**src/rtl/change_dispenser.sv**
```systemverilog
// Greedy coin-change dispenser: pays out a nickel count as quarter/dime/nickel pulses,
// one coin per acknowledgment, with a sticky jam fault on ack timeout.
module change_dispenser #(
  parameter int W       = 5,
  parameter int TIMEOUT = 16
) (
  input  logic         clk,
  input  logic         reset,
  input  logic         req_valid,
  input  logic [W-1:0] req_nickels,
  output logic         req_ready,
  output logic         Q,
  output logic         D,
  output logic         N,
  input  logic         coin_ack,
  output logic [W-1:0] remaining,
  output logic         busy,
  output logic         done,
  output logic         jam
);

  localparam int CW = (TIMEOUT > 2) ? $clog2(TIMEOUT) : 1;

  typedef enum logic [2:0] {S_IDLE, S_ISSUE, S_WAIT, S_DONE, S_JAM} state_t;
  typedef enum logic [1:0] {C_NICKEL, C_DIME, C_QUARTER} coin_t;

  state_t         state, state_n;
  coin_t          coin, coin_n;
  logic [W-1:0]   rem_n;
  logic [W-1:0]   rem_sub;
  logic [CW-1:0]  cnt, cnt_n;

  function automatic coin_t pick(input logic [W-1:0] amt);
    if (int'(amt) >= 5)      pick = C_QUARTER;
    else if (int'(amt) >= 2) pick = C_DIME;
    else                     pick = C_NICKEL;
  endfunction

  function automatic logic [W-1:0] coin_value(input coin_t c);
    case (c)
      C_QUARTER: coin_value = W'(5);
      C_DIME:    coin_value = W'(2);
      default:   coin_value = W'(1);
    endcase
  endfunction

  always_ff @(posedge clk or posedge reset) begin
    if (reset) begin
      state     <= S_IDLE;
      coin      <= C_NICKEL;
      remaining <= '0;
      cnt       <= '0;
    end else begin
      state     <= state_n;
      coin      <= coin_n;
      remaining <= rem_n;
      cnt       <= cnt_n;
    end
  end

  // Coin type is chosen on the edge entering ISSUE so the pulses decode purely from registers.
  always_comb begin
    state_n = state;
    coin_n  = coin;
    rem_n   = remaining;
    cnt_n   = cnt;
    rem_sub = remaining - coin_value(coin);
    case (state)
      S_IDLE: begin
        if (req_valid) begin
          rem_n   = req_nickels;
          coin_n  = pick(req_nickels);
          state_n = (req_nickels == '0) ? S_DONE : S_ISSUE;
        end
      end
      S_ISSUE: begin
        cnt_n   = '0;
        state_n = S_WAIT;
      end
      S_WAIT: begin
        if (coin_ack) begin
          rem_n   = rem_sub;
          coin_n  = pick(rem_sub);
          state_n = (rem_sub == '0) ? S_DONE : S_ISSUE;
        end else if (cnt == CW'(TIMEOUT - 1)) begin
          state_n = S_JAM;
        end else begin
          cnt_n = cnt + 1'b1;
        end
      end
      S_DONE:  state_n = S_IDLE;
      S_JAM:   state_n = S_JAM;
      default: state_n = S_IDLE;
    endcase
  end

  always_comb begin
    req_ready = (state == S_IDLE);
    busy      = (state != S_IDLE);
    done      = (state == S_DONE);
    jam       = (state == S_JAM);
    Q         = (state == S_ISSUE) && (coin == C_QUARTER);
    D         = (state == S_ISSUE) && (coin == C_DIME);
    N         = (state == S_ISSUE) && (coin == C_NICKEL);
  end

endmodule

```
**config.mk**
```make
export PLATFORM = sky130hd
export DESIGN_NAME = change_dispenser
export DESIGN_NICKNAME = d
export VERILOG_FILES = /design/src/rtl/change_dispenser.sv
export SDC_FILE = /design/constraint.sdc
export NUM_CORES = 1
export LEC_CHECK = 0
export BUFFER_PORTS_ARGS = -buffer_cell sky130_fd_sc_hd__buf_4
export CORE_UTILIZATION = 57
export DETAILED_ROUTE_END_ITERATION = 7
export PLACE_DENSITY_LB_ADDON = 0.05
export SYNTH_ARGS = -nofsm -noshare
export SYNTH_HDL_FRONTEND = slang
export SYNTH_SLANG_ARGS = --single-unit
```
**constraint.sdc**
```tcl
create_clock -name clk -period 4 [get_ports clk]
set_input_delay 0.6 -clock clk [delete_from_list [all_inputs] [get_ports clk]]
set_output_delay 0.6 -clock clk [all_outputs]
set_load 0.02 [all_outputs]
```
==> impl_metrics.tcl, run 1 <==
set metrics [dict create \
    clk_latency_ns 0.29 \
    finalSetupViolCount 0 \
    cts_tree "built" \
    post_cts_buffers 0 \
    numCtsBuffers 3 \
    finalHoldViolations 0 \
    htree_num_levels 1 \
    drc_errors 0 \
    port_buffers 20 \
    cts_root_buffer "clkbuf_4" \
    postSynthCellCount 111 \
    boundaryPins 21 \
    fin_crit_sh_pct 60.7 \
    min_period_ns 2.43 \
    synth_edf_count 0 \
    synthArstFlopShare_pct 100 \
    reg2regPathDepth 8 \
    drt_iter0_drc 17 \
    synth_area_um2 1010 \
    antenna_found_initial 0 \
    wl_per_cell_um 15.0 \
    ir_drop_mv 0.677 \
    synth-main-ff-cell "dfrtp_1" \
    cts.reportedPaths.clkPinSlew_ns 0.09 \
    worst_slack_ns 1.57 \
    slew_headroom_pct 62.1 \
    p_per_area_nw_per_um2 849 \
    antenna_cells 0 \
    run_status "finished clean" \
    avgSynthCellArea_um2 9.11 \
    pre_cts_ws_ns 1.60 \
    place_area_um2 1130 \
    finalSetupTns_ns 0 \
    routed_wl_um 2180 \
    area_growth_syn_to_layout_pct 15.0 \
    cp_max_fo 4 \
    track_usage_pct 25.2 \
    ctsResizeCount 0 \
    fmax_mhz 412 \
    drtPass1Iterations 4 \
    cts_hold_buf 0 \
    nFillCells 126 \
    clock_path_buffers 2 \
    drv_cap 0 \
    finalMaxSlewViolations 0 \
    drive_above_1_share_pct 23.3 \
    gp_congestion 0.837 \
    end_kind "flip-flop" \
    start_util_pct 64.1 \
    place_hpwl_um 1610 \
    fp-row-count 14 \
    p_leak_nw 0.545 \
    rsz0062_at_grt "no" \
    worstSetupPathType "reg2reg" \
    worstHoldPathType "in2async" \
    final_cell_area_um2 1160 \
    grt_pass1_wl_um 3560 \
    yosysSeqAreaShare_pct 34.7 \
    crit_arrival_ns 2.61 \
    r2r_end "coin[0]" \
    core_um2 1580 \
    grt_overflow_total 0 \
    startpoint_type "flip-flop" \
    postRouteAntennaNets 0 \
    nets 144 \
    viasPerCell 6.06 \
    ys_ff_latch 14 \
    skew_ns 0.00253 \
    grt_max_degree 16 \
    first_global_vias 791 \
    synth_cell_types 40 \
    reg2reg_slack_ns 1.57 \
    num_vias 878 \
    required_ns 4.18 \
    syn-num-nets 125 \
    die_w_um 44.1 \
    r2r-start "coin[1]" \
    die_h_um 44.1 \
    die_area_um2 1950 \
    seq_area_um2 350 \
    ys_warn_count 0 \
    cts_sinks 14 \
    worstMarginPinSlew_ns 0.568 \
    multiInputGateArea_um2 579 \
]
[area by class of cell]
cell class	count	area share (%)
clock buffer	4	3.12
inverter	7	2.26
multi-input combinational	84	49.8
sequential	14	30.1
tap	16	1.72
timing repair buffer	20	12.9
[where the power goes]
part	switching, W	internal (W)
Sequential	0.0000632	0.000193
Combinational	0.000367	0.000256
Clock	0.0000522	0.0000555
Total	0.000483	0.000504
[metrics by stage]
step	utilization [%]	instances	total power, W	hold slack (ns)
after floorplan	-	111	0.000738	0.478
after global placement	71.4	141	0.000860	0.504
after detailed placement	71.4	141	0.000873	0.511
after CTS	73.7	145	0.000985	0.368
after global routing	73.7	145	0.00107	0.400
final	73.7	145	0.000986	0.349
[critical path: stages (launching register included)]
cell	delay, ns
dfrtp_1	0.39
nand2b_1	0.22
ha_1	0.20
inv_1	0.05
fa_1	0.40
a211oi_1	0.41
xor2_1	0.27
nor4_4	0.06
a221o_1	0.31
[registers in the layout, indices dropped and copies added (netlist names)]
name / flops
coin: 2
cnt: 4
state: 3
remaining: 5
[layout by cell type, fill, tap and decap left out, types with 3 or more instances in the layout]
cell and instances:
a21oi_1 9, buf_4 20, clkbuf_4 3, dfrtp_1 14
ha_1 4, inv_1 7, mux2i_1 5, nand2_1 10
nor2_1 12, nor3_1 5, nor3b_1 3, o21ai_0 3
[logic make-up after synthesis]
family,after synthesis,share of synthesized area (%)
multiplexers,5,4.95
flip-flops,14,34.7
XOR/XNOR,3,2.60
buffers and inverters,13,8.04
AND/OR/NAND/NOR,45,25.6
adder cells (fa/ha/maj),5,6.93
AO/OA/AOI/OAI,26,17.2
[synth_stat cells (3+ instances only)]
| cell type | instances | area, um^2 |
|---|---|---|
| nor3b_1 | 3 | 22.5 |
| mux2i_1 | 5 | 50.1 |
| inv_1 | 7 | 26.3 |
| o21ai_0 | 3 | 15.0 |
| dfrtp_1 | 14 | 350 |
| a21oi_1 | 9 | 45.0 |
| ha_1 | 4 | 50.1 |
| buf_6 | 4 | 45.0 |
| nand2_1 | 10 | 37.5 |
| nor2_1 | 12 | 45.0 |
| nor3_1 | 5 | 25.0 |
[layer usage]
layer / vias up / part of all wire (%) / global-route usage (%)
met4: 0 / 0.87 / 7.27
li1: 430 / - / -
met3: 2 / 5.0 / 4.90
met2: 26 / 49 / 42.1
met1: 420 / 45 / 33.3
met5: - / 0 / 0
[worst max path at each step]
| stage | startpoint | endpoint | slack (ns) |
|---|---|---|---|
| after floorplan | coin[1] | coin[0] | 1.76 |
| final | coin[1] | coin[0] | 1.57 |
| after global routing | coin[1] | coin[0] | 1.43 |
| after detailed placement | coin[1] | coin[0] | 1.60 |
| after global placement | coin[1] | coin[0] | 1.66 |
| after CTS | coin[1] | coin[0] | 1.58 |
Power figures use the tool's default switching activity.
==> inputs of run 2 (changes only) <==
--- a/config.mk
+++ b/config.mk
@@ -6,7 +6,7 @@
 export NUM_CORES = 1
 export LEC_CHECK = 0
 export BUFFER_PORTS_ARGS = -buffer_cell sky130_fd_sc_hd__buf_4
-export CORE_UTILIZATION = 57
+export CORE_UTILIZATION = 53
 export DETAILED_ROUTE_END_ITERATION = 7
 export PLACE_DENSITY_LB_ADDON = 0.05
 export SYNTH_ARGS = -nofsm -noshare
==> constraint.sdc (replaced) <==
create_clock -name clk -period 2.3 [get_ports clk]
set_input_delay 0.345 -clock clk [delete_from_list [all_inputs] [get_ports clk]]
set_output_delay 0.345 -clock clk [all_outputs]
set_load 0.02 [all_outputs]
==> impl_metrics.tcl, run 2 (same netlist as run 1, synthesis figures left out) <==
set metrics [dict create \
    fin_crit_sh_pct 95.2 \
    area_growth_syn_to_layout_pct 19.6 \
    ctsResizeCount 0 \
    required_ns 2.49 \
    p_leak_nw 0.564 \
    reg2regPathDepth 8 \
    num_vias 865 \
    multiInputGateArea_um2 584 \
    startpoint_type "flip-flop" \
    min_period_ns 2.19 \
    end_kind "flip-flop" \
    routed_wl_um 2200 \
    worstSetupPathType "reg2reg" \
    nets 148 \
    crit_chain "nand2b_1 -> ha_1 -> inv_1 -> fa_1 -> a211oi_2 -> xor2_1 -> nor4_4 -> a221o_1" \
    cts_hold_buf 0 \
    htree_num_levels 1 \
    cts_tree "built" \
    place_hpwl_um 1700 \
    grt_max_degree 16 \
    path_buf_inv 1 \
    grt_overflow_total 0 \
    run_status "finished clean" \
    drt_iter0_drc 15 \
    layout_top_registers "remaining (5), cnt (4), state (3)" \
    clk_latency_ns 0.29 \
    fin_util_pct 68.5 \
    combPwrFrac_pct 65.1 \
    antenna_cells 0 \
    finalSetupTns_ns 0 \
    boundaryPins 21 \
    dpl.cell_count 154 \
    wl_per_cell_um 13.9 \
    gp_congestion 0.855 \
    cpMaxStageDelayCell "dfrtp_1" \
    final_cells 158 \
    rsz0062_at_grt "no" \
    fp-row-count 15 \
    p_per_area_nw_per_um2 1480 \
    path_delay_family "compound AO/OA/AOI/OAI gates" \
    die_w_um 45.7 \
    final_cell_mix "buf_4 (24), dfrtp_1 (14), nor2_1 (12)" \
    internal-power_w 0.000947 \
    seq_area_um2 350 \
    crit_arrival_ns 2.38 \
    r2r-start "coin[0]" \
    numCtsBuffers 3 \
    power_w 0.00179 \
    grt_pass1_wl_um 3530 \
    worstMarginPinSlew_ns 0.581 \
    skew_ns 0.0104 \
    drtPass1Iterations 4 \
    finalSetupViolCount 0 \
    largest_reg_flops 5 \
    cts_root_buffer "clkbuf_4" \
    viasPerCell 5.47 \
    clock_path_buffers 2 \
    power_frac_seq_pct 24.5 \
    finalHoldViolations 0 \
    die_area_um2 2090 \
    slew_headroom_pct 61.3 \
    drv_cap 0 \
    r2r_end "coin[0]" \
    ir_drop_mv 0.766 \
    pre_cts_ws_ns 0.0578 \
    top_register "remaining" \
    cts.reportedPaths.clkPinSlew_ns 0.10 \
    cts_sinks 14 \
    max_stage_delay_ns 0.42 \
    power_switching_w 0.000846 \
    track_usage_pct 24.7 \
    post_cts_buffers 0 \
    die_h_um 45.7 \
    reg2reg_slack_ns 0.11 \
    cp_max_fo 4 \
    p_clk_share_pct 10.4 \
    drive_above_1_share_pct 26.3 \
    first_global_vias 798 \
    nFillCells 178 \
    drc_errors 0 \
    core_um2 1760 \
    start_util_pct 57.3 \
    worstHoldPathType "in2async" \
    finalMaxSlewViolations 0 \
    fmax_mhz 457 \
    postRouteAntennaNets 0 \
    worstSetupStartpoint "coin[0]" \
    port_buffers 20 \
    mostFrequentLayoutCell "buf_4" \
    worst_slack_ns 0.110 \
    swShare_pct 47.2 \
    antenna_found_initial 0 \
]
-- run 2: cell count changes in the layout (fill, tap and decap cells not counted) --
cell	delta
a211oi_1	-1
a211oi_2	+1
buf_4	+4
-- run 2: worst max-delay path by stage --
stage | depth (start not counted) | end | slack, ns
2_1_floorplan | 8 | coin[0] | 0.06
3_3_place_gp | 8 | coin[0] | 0.11
3_5_place_dp | 8 | coin[0] | 0.06
4_1_cts | 8 | coin[0] | 0.03
5_1_grt | 8 | coin[0] | 0.005
6_report | 8 | coin[0] | 0.11
-- run 2: per-layer routing --
layer  GRT usage [%]  share of wire [%]  wire, um
met3            2.38                4.1        91
met5               0                  0         0
met4            14.5                2.0        44
met2            42.0                 47      1030
met1            30.0                 47      1040
-- run 2: power by group through the flow --
stage / Clock (W) / Sequential (W) / Combinational, W
after floorplan: 0 / 0.000459 / 0.000824
after global placement: 0 / 0.000441 / 0.00114
after detailed placement: 0 / 0.000445 / 0.00116
after CTS: 0.000186 / 0.000439 / 0.00116
after global routing: 0.000194 / 0.000459 / 0.00127
final: 0.000187 / 0.000439 / 0.00117
-- run 2: cell type report --
type | instances | area share, %
Multi-Input combinational cell | 84 | 48.3
Tap cell | 25 | 2.59
Sequential cell | 14 | 29.0
Inverter | 7 | 2.17
Clock buffer | 4 | 3.00
Timing Repair Buffer | 24 | 14.9
-- run 2: worst register-to-register path, cell delays in order (launching register included) --
cell      delay (ns)
dfrtp_1         0.42
nand2b_1        0.10
ha_1            0.16
inv_1           0.05
fa_1            0.41
a211oi_2        0.30
xor2_1          0.26
nor4_4          0.07
a221o_1         0.31
-- run 2: metrics by stage --
| step | cell area (um^2) | hold slack (ns) |
|---|---|---|
| detailed placement | 1170 | 0.433 |
| global route | 1210 | 0.165 |
| finish | 1210 | 0.0963 |
| CTS | 1200 | 0.116 |
| global placement | 1170 | 0.433 |
| floorplan | 1010 | 0.234 |
